===== config.mk =====
export PLATFORM = sky130hd
export DESIGN_NAME = writeback_stage
export DESIGN_NICKNAME = d
export VERILOG_FILES = /design/src/rtl/writeback_stage.sv
export SDC_FILE = /design/constraint.sdc
export NUM_CORES = 1
export LEC_CHECK = 0
export ABC_AREA = 1
export BUFFER_PORTS_ARGS = -buffer_cell sky130_fd_sc_hd__buf_2
export CORE_AREA = 3 3 126 128
export CTS_CLUSTER_SIZE = 16
export DETAILED_ROUTE_END_ITERATION = 12
export DIE_AREA = 0 0 129 131
export GPL_ROUTABILITY_DRIVEN = 0
export MAX_ROUTING_LAYER = met4
export PLACE_DENSITY = 0.73
export SLEW_MARGIN = 0
export SYNTH_ARGS = -nofsm -noshare
export SYNTH_HDL_FRONTEND = slang
export SYNTH_SLANG_ARGS = --single-unit

===== constraint.sdc =====
create_clock -name wb_clk -period 2.1 [get_ports wb_clk]
set_input_delay 0 -clock wb_clk [delete_from_list [all_inputs] [get_ports wb_clk]]
set_output_delay 0 -clock wb_clk [all_outputs]
set_load 0.05 [all_outputs]

===== src/rtl/writeback_stage.sv =====
// Final pipeline stage: registers the memory-stage result, extracts load data, drives the
// register-file write port (also the WB forwarding source) and counts retired instructions.
module writeback_stage #(
    parameter int unsigned DWIDTH       = 32,
    parameter int unsigned AWIDTH       = 5,
    parameter int unsigned FUNCT_WIDTH  = 3,
    parameter int unsigned CNT_WIDTH    = 64,
    parameter int unsigned OPCODE_WIDTH = 11,
    parameter int unsigned LOAD_BIT     = 0
) (
    input  logic                    wb_clk,
    input  logic                    wb_rst,
    input  logic                    wb_i_ce,
    input  logic                    wb_i_stall,
    input  logic                    wb_i_flush,
    input  logic [OPCODE_WIDTH-1:0] wb_i_opcode,
    input  logic [FUNCT_WIDTH-1:0]  wb_i_funct3,
    input  logic [AWIDTH-1:0]       wb_i_rd_addr,
    input  logic [DWIDTH-1:0]       wb_i_rd_data,
    input  logic                    wb_i_rd_we,
    input  logic [DWIDTH-1:0]       wb_i_load_data,
    input  logic [1:0]              wb_i_addr_lsb,
    output logic [AWIDTH-1:0]       wb_o_rd_addr,
    output logic [DWIDTH-1:0]       wb_o_rd_data,
    output logic                    wb_o_rd_we,
    output logic                    wb_o_ce,
    output logic                    wb_o_misaligned,
    output logic                    wb_o_illegal,
    output logic [CNT_WIDTH-1:0]    wb_o_instret
);

    logic [AWIDTH-1:0]    rd_addr_q, rd_addr_d;
    logic [DWIDTH-1:0]    rd_data_q, rd_data_d;
    logic                 rd_we_q, rd_we_d;
    logic                 ce_q, ce_d;
    logic                 misaligned_q, misaligned_d;
    logic                 illegal_q, illegal_d;
    logic [CNT_WIDTH-1:0] instret_q;

    logic              is_load;
    logic [7:0]        byte_sel;
    logic [15:0]       half_sel;
    logic [DWIDTH-1:0] load_result;
    logic              load_misaligned;
    logic              load_illegal;
    logic              squash;
    logic              accept;

    // Only the load flag of the one-hot opcode matters here.
    logic unused_opcode_bits;
    assign unused_opcode_bits = ^wb_i_opcode;

    assign is_load = wb_i_opcode[LOAD_BIT];
    assign accept  = wb_i_ce && !wb_i_stall && !wb_i_flush;

    always_comb begin
        byte_sel = wb_i_load_data[7:0];
        case (wb_i_addr_lsb)
            2'd1:    byte_sel = wb_i_load_data[15:8];
            2'd2:    byte_sel = wb_i_load_data[23:16];
            2'd3:    byte_sel = wb_i_load_data[31:24];
            default: byte_sel = wb_i_load_data[7:0];
        endcase
        half_sel = wb_i_addr_lsb[1] ? wb_i_load_data[31:16] : wb_i_load_data[15:0];
    end

    always_comb begin
        load_result     = '0;
        load_misaligned = 1'b0;
        load_illegal    = 1'b0;
        case (wb_i_funct3)
            3'b000: load_result = {{(DWIDTH-8){byte_sel[7]}}, byte_sel};
            3'b100: load_result = {{(DWIDTH-8){1'b0}}, byte_sel};
            3'b001: begin
                load_misaligned = wb_i_addr_lsb[0];
                load_result     = {{(DWIDTH-16){half_sel[15]}}, half_sel};
            end
            3'b101: begin
                load_misaligned = wb_i_addr_lsb[0];
                load_result     = {{(DWIDTH-16){1'b0}}, half_sel};
            end
            3'b010: begin
                load_misaligned = (wb_i_addr_lsb != 2'd0);
                load_result     = wb_i_load_data;
            end
            default: load_illegal = 1'b1;
        endcase
    end

    assign squash = is_load && (load_misaligned || load_illegal);

    // Stall holds addr/data but drops every strobe so a held instruction never retires twice.
    always_comb begin
        rd_addr_d    = '0;
        rd_data_d    = '0;
        rd_we_d      = 1'b0;
        ce_d         = 1'b0;
        misaligned_d = 1'b0;
        illegal_d    = 1'b0;
        if (!wb_i_flush && wb_i_stall) begin
            rd_addr_d = rd_addr_q;
            rd_data_d = rd_data_q;
        end else if (accept) begin
            rd_addr_d    = wb_i_rd_addr;
            rd_data_d    = squash ? '0 : (is_load ? load_result : wb_i_rd_data);
            rd_we_d      = wb_i_rd_we && (wb_i_rd_addr != '0) && !squash;
            ce_d         = 1'b1;
            misaligned_d = is_load && load_misaligned;
            illegal_d    = is_load && load_illegal;
        end
    end

    always_ff @(posedge wb_clk) begin
        if (wb_rst) begin
            rd_addr_q    <= '0;
            rd_data_q    <= '0;
            rd_we_q      <= 1'b0;
            ce_q         <= 1'b0;
            misaligned_q <= 1'b0;
            illegal_q    <= 1'b0;
        end else begin
            rd_addr_q    <= rd_addr_d;
            rd_data_q    <= rd_data_d;
            rd_we_q      <= rd_we_d;
            ce_q         <= ce_d;
            misaligned_q <= misaligned_d;
            illegal_q    <= illegal_d;
        end
    end

    // Counts at the capture edge, so instret already includes the instruction shown on wb_o_ce.
    always_ff @(posedge wb_clk) begin
        if (wb_rst) begin
            instret_q <= '0;
        end else if (accept) begin
            instret_q <= instret_q + CNT_WIDTH'(1);
        end
    end

    assign wb_o_rd_addr    = rd_addr_q;
    assign wb_o_rd_data    = rd_data_q;
    assign wb_o_rd_we      = rd_we_q;
    assign wb_o_ce         = ce_q;
    assign wb_o_misaligned = misaligned_q;
    assign wb_o_illegal    = illegal_q;
    assign wb_o_instret    = instret_q;

endmodule

==> metrics.yaml, run 1 <==
routed_wl_um: 22400
fmax_mhz: 522
ys_types: 35
grt_usage: 0.275
portBuffers: 185
cap_violations: 0
post_cts_buffers: 0
vias_per_cell: 5.10
tightestPinTransition_ns: 0.830
antenna_found_initial: 0
ys_ff_latch: 105
placed_cells_incl_taps: 1520
hold_violations: 0
antenna_left: 0
fin_crit_sh: 0.913
num_vias: 7936
layout_min_cycle_time_ns: 1.92
antennaDiodeCount: 0
arrival_ns: 2.17
layout_common_cells: "nand2_1, buf_2, nor2_1"
cts_buffer_depth: 2
utilization: 0.553
ys_warn_count: 0
cts-root-buf: "clkbuf_16"
clock_sinks: 105
fin_skew_ns: 0.0115
critPathCaptureType: "flip-flop"
grt_max_degree: 53
cp_max_fo: 6
syn_area_sq_um: 6670
postPlaceCellArea_sq_um: 7780
worst_hold_path_type: "in2reg"
fin_nets: 1455
ys_seq_area_frac: 0.315
startpoint: "wb_o_instret[1]"
worst_ep_required_time_ns: 2.35
fp.dieW_um: 129
core_sq_um: 15000
setup_viol: 0
grt_first_pass_wirelength_um: 36300
boundaryPins: 196
syn_avg_cell_area_sq_um: 5.71
area_growth_pct: 24.2
critPathLaunchType: "flip-flop"
power_mw: 4.26
maxSlewHeadroom: 0.446
ir_drop_v: 0.000373
tritoncts: "built"
dp_hpwl_um: 17300
route.detailed.drc: 0
clock_latency_ns: 0.36
overflow: 0
leakagePower_nw: 3.69
power_density_nw_per_um2: 515
wire_per_inst_um: 14.4
dieArea_sq_um: 16900
criticalPathCategory: "reg2reg"
final_common_cell: "nand2_1"
instances_no_fill: 1555
drt-pass1-iter-count: 5
grt_pass1_vias: 7408
row_count: 45
status: "finished, final reports clean"
drive_above_1_share: 0.178
cts_max_level: 3
cts_buffers: 9
first_iter_violations: 605
hp-start: "wb_i_rd_data[21]"
die_h_um: 131
drv_slew: 0
clkTransAtPathRegs_ns: 0.07
synth_nets: 1261
start_util: 0.446
fin_area_sq_um: 8290
synthCells: 1169
timing.rr.start: "wb_o_instret[1]"
synth_stat cells:
cell type / count / area, sq um
a21oi_1: 73 / 365
a21oi_2: 1 / 8.76
a311oi_1: 1 / 8.76
a31oi_1: 2 / 12.5
a32o_1: 3 / 30.0
and2_1: 1 / 6.26
buf_2: 7 / 35.0
buf_6: 4 / 45.0
clkbuf_1: 28 / 105
dfxtp_1: 105 / 2100
ha_1: 1 / 12.5
inv_1: 120 / 450
inv_2: 4 / 15.0
nand2_1: 479 / 1800
nand2_2: 1 / 6.26
nand3_1: 27 / 135
nand3_2: 2 / 20.0
nand3b_1: 7 / 52.6
nand4_1: 18 / 113
nand4_2: 1 / 12.5
nor2_1: 160 / 601
nor2_2: 11 / 68.8
nor2_4: 1 / 11.3
nor3_1: 6 / 30.0
nor3_2: 1 / 10.0
nor3b_1: 2 / 15.0
nor3b_2: 2 / 25.0
nor4_1: 1 / 6.26
o211ai_1: 1 / 7.51
o21a_1: 3 / 22.5
o21ai_0: 73 / 365
o21ai_1: 2 / 10.0
o22ai_1: 7 / 43.8
xnor2_1: 5 / 43.8
xor2_1: 9 / 78.8
worst max-delay path, stage by stage, from the launching register on:
cell and delay [ns]:
dfxtp_1 0.40, ha_2 0.27, nand3_1 0.16, nor2_4 0.22, nand4_1 0.24, nor2_4 0.21, nand3_1 0.11, o21ai_0 0.16
nor2_1 0.05
per-stage QoR:
step                TNS [ns]  setup WS, ns  hold WS, ns
floorplan                  0        0.0111        0.126
global placement           0         0.154        0.231
detailed placement         0         0.121        0.233
CTS                        0         0.118     0.000222
global route         -0.0175       -0.0175       0.0211
finish                     0         0.183      0.00465
cell families after synthesis:
family,count (synthesis),synth area share
compound gates,166,0.131
fa+ha+maj,1,0.00187
simple gates,720,0.436
buf+inv,163,0.0975
xor+xnor,14,0.0184
flops,105,0.315
where the power goes:
group	switching, mW	internal, mW
combinational	0.341	0.188
clock	0.794	0.933
sequential	0.00697	2.00
total	1.14	3.12
flip-flops by register name (all words and copies together) (netlist names):
name,count
wb_o_illegal,1
wb_o_instret,64
wb_o_misaligned,1
wb_o_rd_data,32
wb_o_ce,1
wb_o_rd_addr,5
wb_o_rd_we,1
routing by layer:
| layer | wire, um | vias to the layer above | global-route usage |
|---|---|---|---|
| met4 | 954 | 0 | 0.117 |
| li1 | - | 4042 | - |
| met1 | 9400 | 3499 | 0.332 |
| met5 | 0 | - | - |
| met3 | 1670 | 68 | 0.0553 |
| met2 | 10400 | 327 | 0.450 |
area by class of cell:
class / count / area [sq um]
fill: 1541 / 6690
clock buffer: 10 / 229
sequential: 105 / 2100
inverter: 124 / 465
multi-input combinational: 901 / 3940
clock inverter: 5 / 63.8
tap: 188 / 235
timing repair buffer: 222 / 1250
final timing paths:
kind / endpoint / slack (ns) / cells past startpoint
max: wb_o_instret[44] / 0.18 / 8
min: wb_o_rd_data[21] / 0.005 / 5
max reg2reg: wb_o_instret[44] / 0.18 / 8
min reg2reg: wb_o_rd_data[21] / 0.46 / 2
timing repair:
| action | 4_1_cts | 5_1_grt |
|---|---|---|
| resized for setup | 0 | 4 |
| hold endpoints to repair | 20 | 0 |
| endpoints found under the setup margin | 0 | 9 |
| hold buffers | 20 | 0 |
Note: power is estimated with default switching activity, not from simulation.
==> run 2, diff against run 1 <==
- PLACE_DENSITY: 0.73 -> 0.72
- SLEW_MARGIN: 0 -> unset
==> run 2 against run 1 <==
Critical path type unchanged. Clock power rose by 6%. Sequential share of layout area fell by 0.40 points. First-iteration DRC count fell by 17%. Global-route usage fell by 0.35 points. Cell count rose by 0.71%. Combinational power rose by 3%. Worst hold slack got worse by 0.00084 ns. Non-clock buffer count rose by 10. Critical path depth rose by 1. Setup slack barely moved. Wire length rose by 0.21%. Critical endpoint is now wb_o_instret[53]. Largest cell class unchanged.
==> metrics.yaml, run 2 (same netlist as run 1, synthesis figures left out) <==
status: "finished, final reports clean"
rsz0062_at_grt: "false"
place_ws_ns: 0.128  # +0.00678 ns
critPathLaunchType: "flip-flop"
first_iter_violations: 503  # -17%
drv_slew: 0  # unchanged
cts_buffer_depth: 2  # unchanged
dieArea_sq_um: 16900  # unchanged
cts_buffers: 9  # unchanged
largest_register_ffs: 64  # unchanged
grt_first_pass_wirelength_um: 35800  # -1.3%
core_sq_um: 15000  # unchanged
drt-pass1-iter-count: 6  # +1
dp_hpwl_um: 17000  # -1.7%
antenna_found_initial: 0  # unchanged
boundaryPins: 196  # unchanged
grt_usage: 0.272  # -0.00354
die_h_um: 131  # unchanged
start_util: 0.446  # unchanged
drive_above_1_share: 0.176  # -0.00214
regArea_sq_um: 2100  # unchanged
antenna_left: 0  # unchanged
ir_drop_v: 0.000424  # +14%
routed_wl_um: 22400  # +0.21%
clock_sinks: 105  # unchanged
maxSlewHeadroom: 0.420  # -0.0264
hold_violations: 0  # unchanged
holdPathStages: 5  # unchanged
tritoncts: "built"
clkTransAtPathRegs_ns: 0.08  # about the same
fmax_mhz: 522  # about the same
area_growth_pct: 26.2
fp.dieW_um: 129  # unchanged
fill_cells: 1568  # +1.8%
critPathCaptureType: "flip-flop"
fin_nets: 1465  # +0.69%
tightestPinTransition_ns: 0.870  # +0.0405 ns
whs_ns: 0.00381  # -0.000837 ns
utilization: 0.562  # +0.00885
fin_crit_sh: 0.912  # about the same
clock_latency_ns: 0.36  # about the same
layout_common_cells: "nand2_1, buf_2, nor2_1"
grt_pass1_vias: 7511  # +1.4%
cts-root-buf: "clkbuf_16"
leakagePower_nw: 3.74  # +1.6%
num_vias: 8057  # +1.5%
fin_ws_ns: 0.184  # +0.000497 ns
wire_per_inst_um: 14.3  # -0.49%
fin_skew_ns: 0.0115  # +0.0000139 ns
antennaDiodeCount: 0  # unchanged
arrival_ns: 2.14  # -0.03 ns
route.detailed.drc: 0  # unchanged
cts_max_level: 3  # unchanged
setup_viol: 0  # unchanged
fin_tns_setup_ns: 0  # unchanged
cp_max_fo: 6  # unchanged
power_density_nw_per_um2: 521  # +1.2%
criticalPathCategory: "reg2reg"
multi_input_comb_area_sq_um: 3940  # about the same
row_count: 45  # unchanged
grt_max_degree: 79  # +49%
vias_per_cell: 5.14  # +0.81%
power_mw: 4.38  # +2.8%
worst_hold_path_type: "in2reg"
layout_min_cycle_time_ns: 1.92  # -0.000497 ns
final_common_cell: "nand2_1"
ff2ff_path_depth: 9  # +1
overflow: 0  # unchanged
portBuffers: 185  # unchanged
worst_ep_required_time_ns: 2.32  # -0.03 ns
post_cts_buffers: 0  # unchanged
cap_violations: 0  # unchanged
[run 2: changes by cell type in the layout (fill, tap and decap cells not counted)]
cell | before | now
buf_4 | 17 | 15
nor2_2 | 11 | 10
clkinv_8 | 0 | 1
inv_6 | 3 | 2
clkinvlp_4 | 1 | 0
nor2_1 | 158 | 159
clkbuf_1 | 1 | 0
inv_8 | 0 | 1
clkinv_4 | 0 | 1
dlygate4sd3_1 | 20 | 32
clkbuf_8 | 0 | 1
[run 2: layer usage]
metal	vias to the layer above	track usage	routed length [um]
met5	-	-	0
met4	0	0.130	931
met3	64	0.0455	1410
met2	305	0.455	10700
met1	3624	0.318	9420
li1	4064	-	-
[run 2: timing repair]
action                                 4_1_cts  5_1_grt
hold buffers                                32        0
setup endpoints to repair                    0        6
endpoints found under the hold margin       32        0
resized for setup                            0        3
[run 2: layout make-up]
cell class | count | area share
sequential | 105 | 0.250
clock buffer | 10 | 0.0284
clock inverter | 6 | 0.00996
tap | 188 | 0.0279
timing repair buffer | 232 | 0.161
inverter | 124 | 0.0553
multi-input combinational | 901 | 0.467
[run 2: report_power, final]
| part | internal, mW | leakage (nW) | switching (mW) |
|---|---|---|---|
| combinational | 0.199 | 2.74 | 0.342 |
| sequential | 2.00 | 0.847 | 0.00737 |
| clock | 0.988 | 0.158 | 0.845 |
[run 2: final timing paths]
kind	start	endpoint	slack, ns
worst max register to register	wb_o_instret[7]	wb_o_instret[53]	0.18
worst min-delay path	wb_i_rd_data[16]	wb_o_rd_data[16]	0.004
worst min register to register	wb_o_rd_data[21]	wb_o_rd_data[21]	0.46
worst max-delay path	wb_o_instret[7]	wb_o_instret[53]	0.18
[run 2: critical path: stages (launching register included)]
cell     delay, ns
dfxtp_1       0.41
nand2_1       0.12
nor2_1        0.24
nand4_1       0.12
nor2_1        0.43
nand4_1       0.20
inv_1         0.10
nand2_1       0.05
nand2_1       0.06
nor2_1        0.03
[run 2: stage by stage]
step                      cells  instance area (sq um)
final                      1566                   8420
after global routing       1566                   8420
after CTS                  1566                   8410
after detailed placement   1518                   7760
after global placement     1518                   7760
after floorplan            1169                   6670
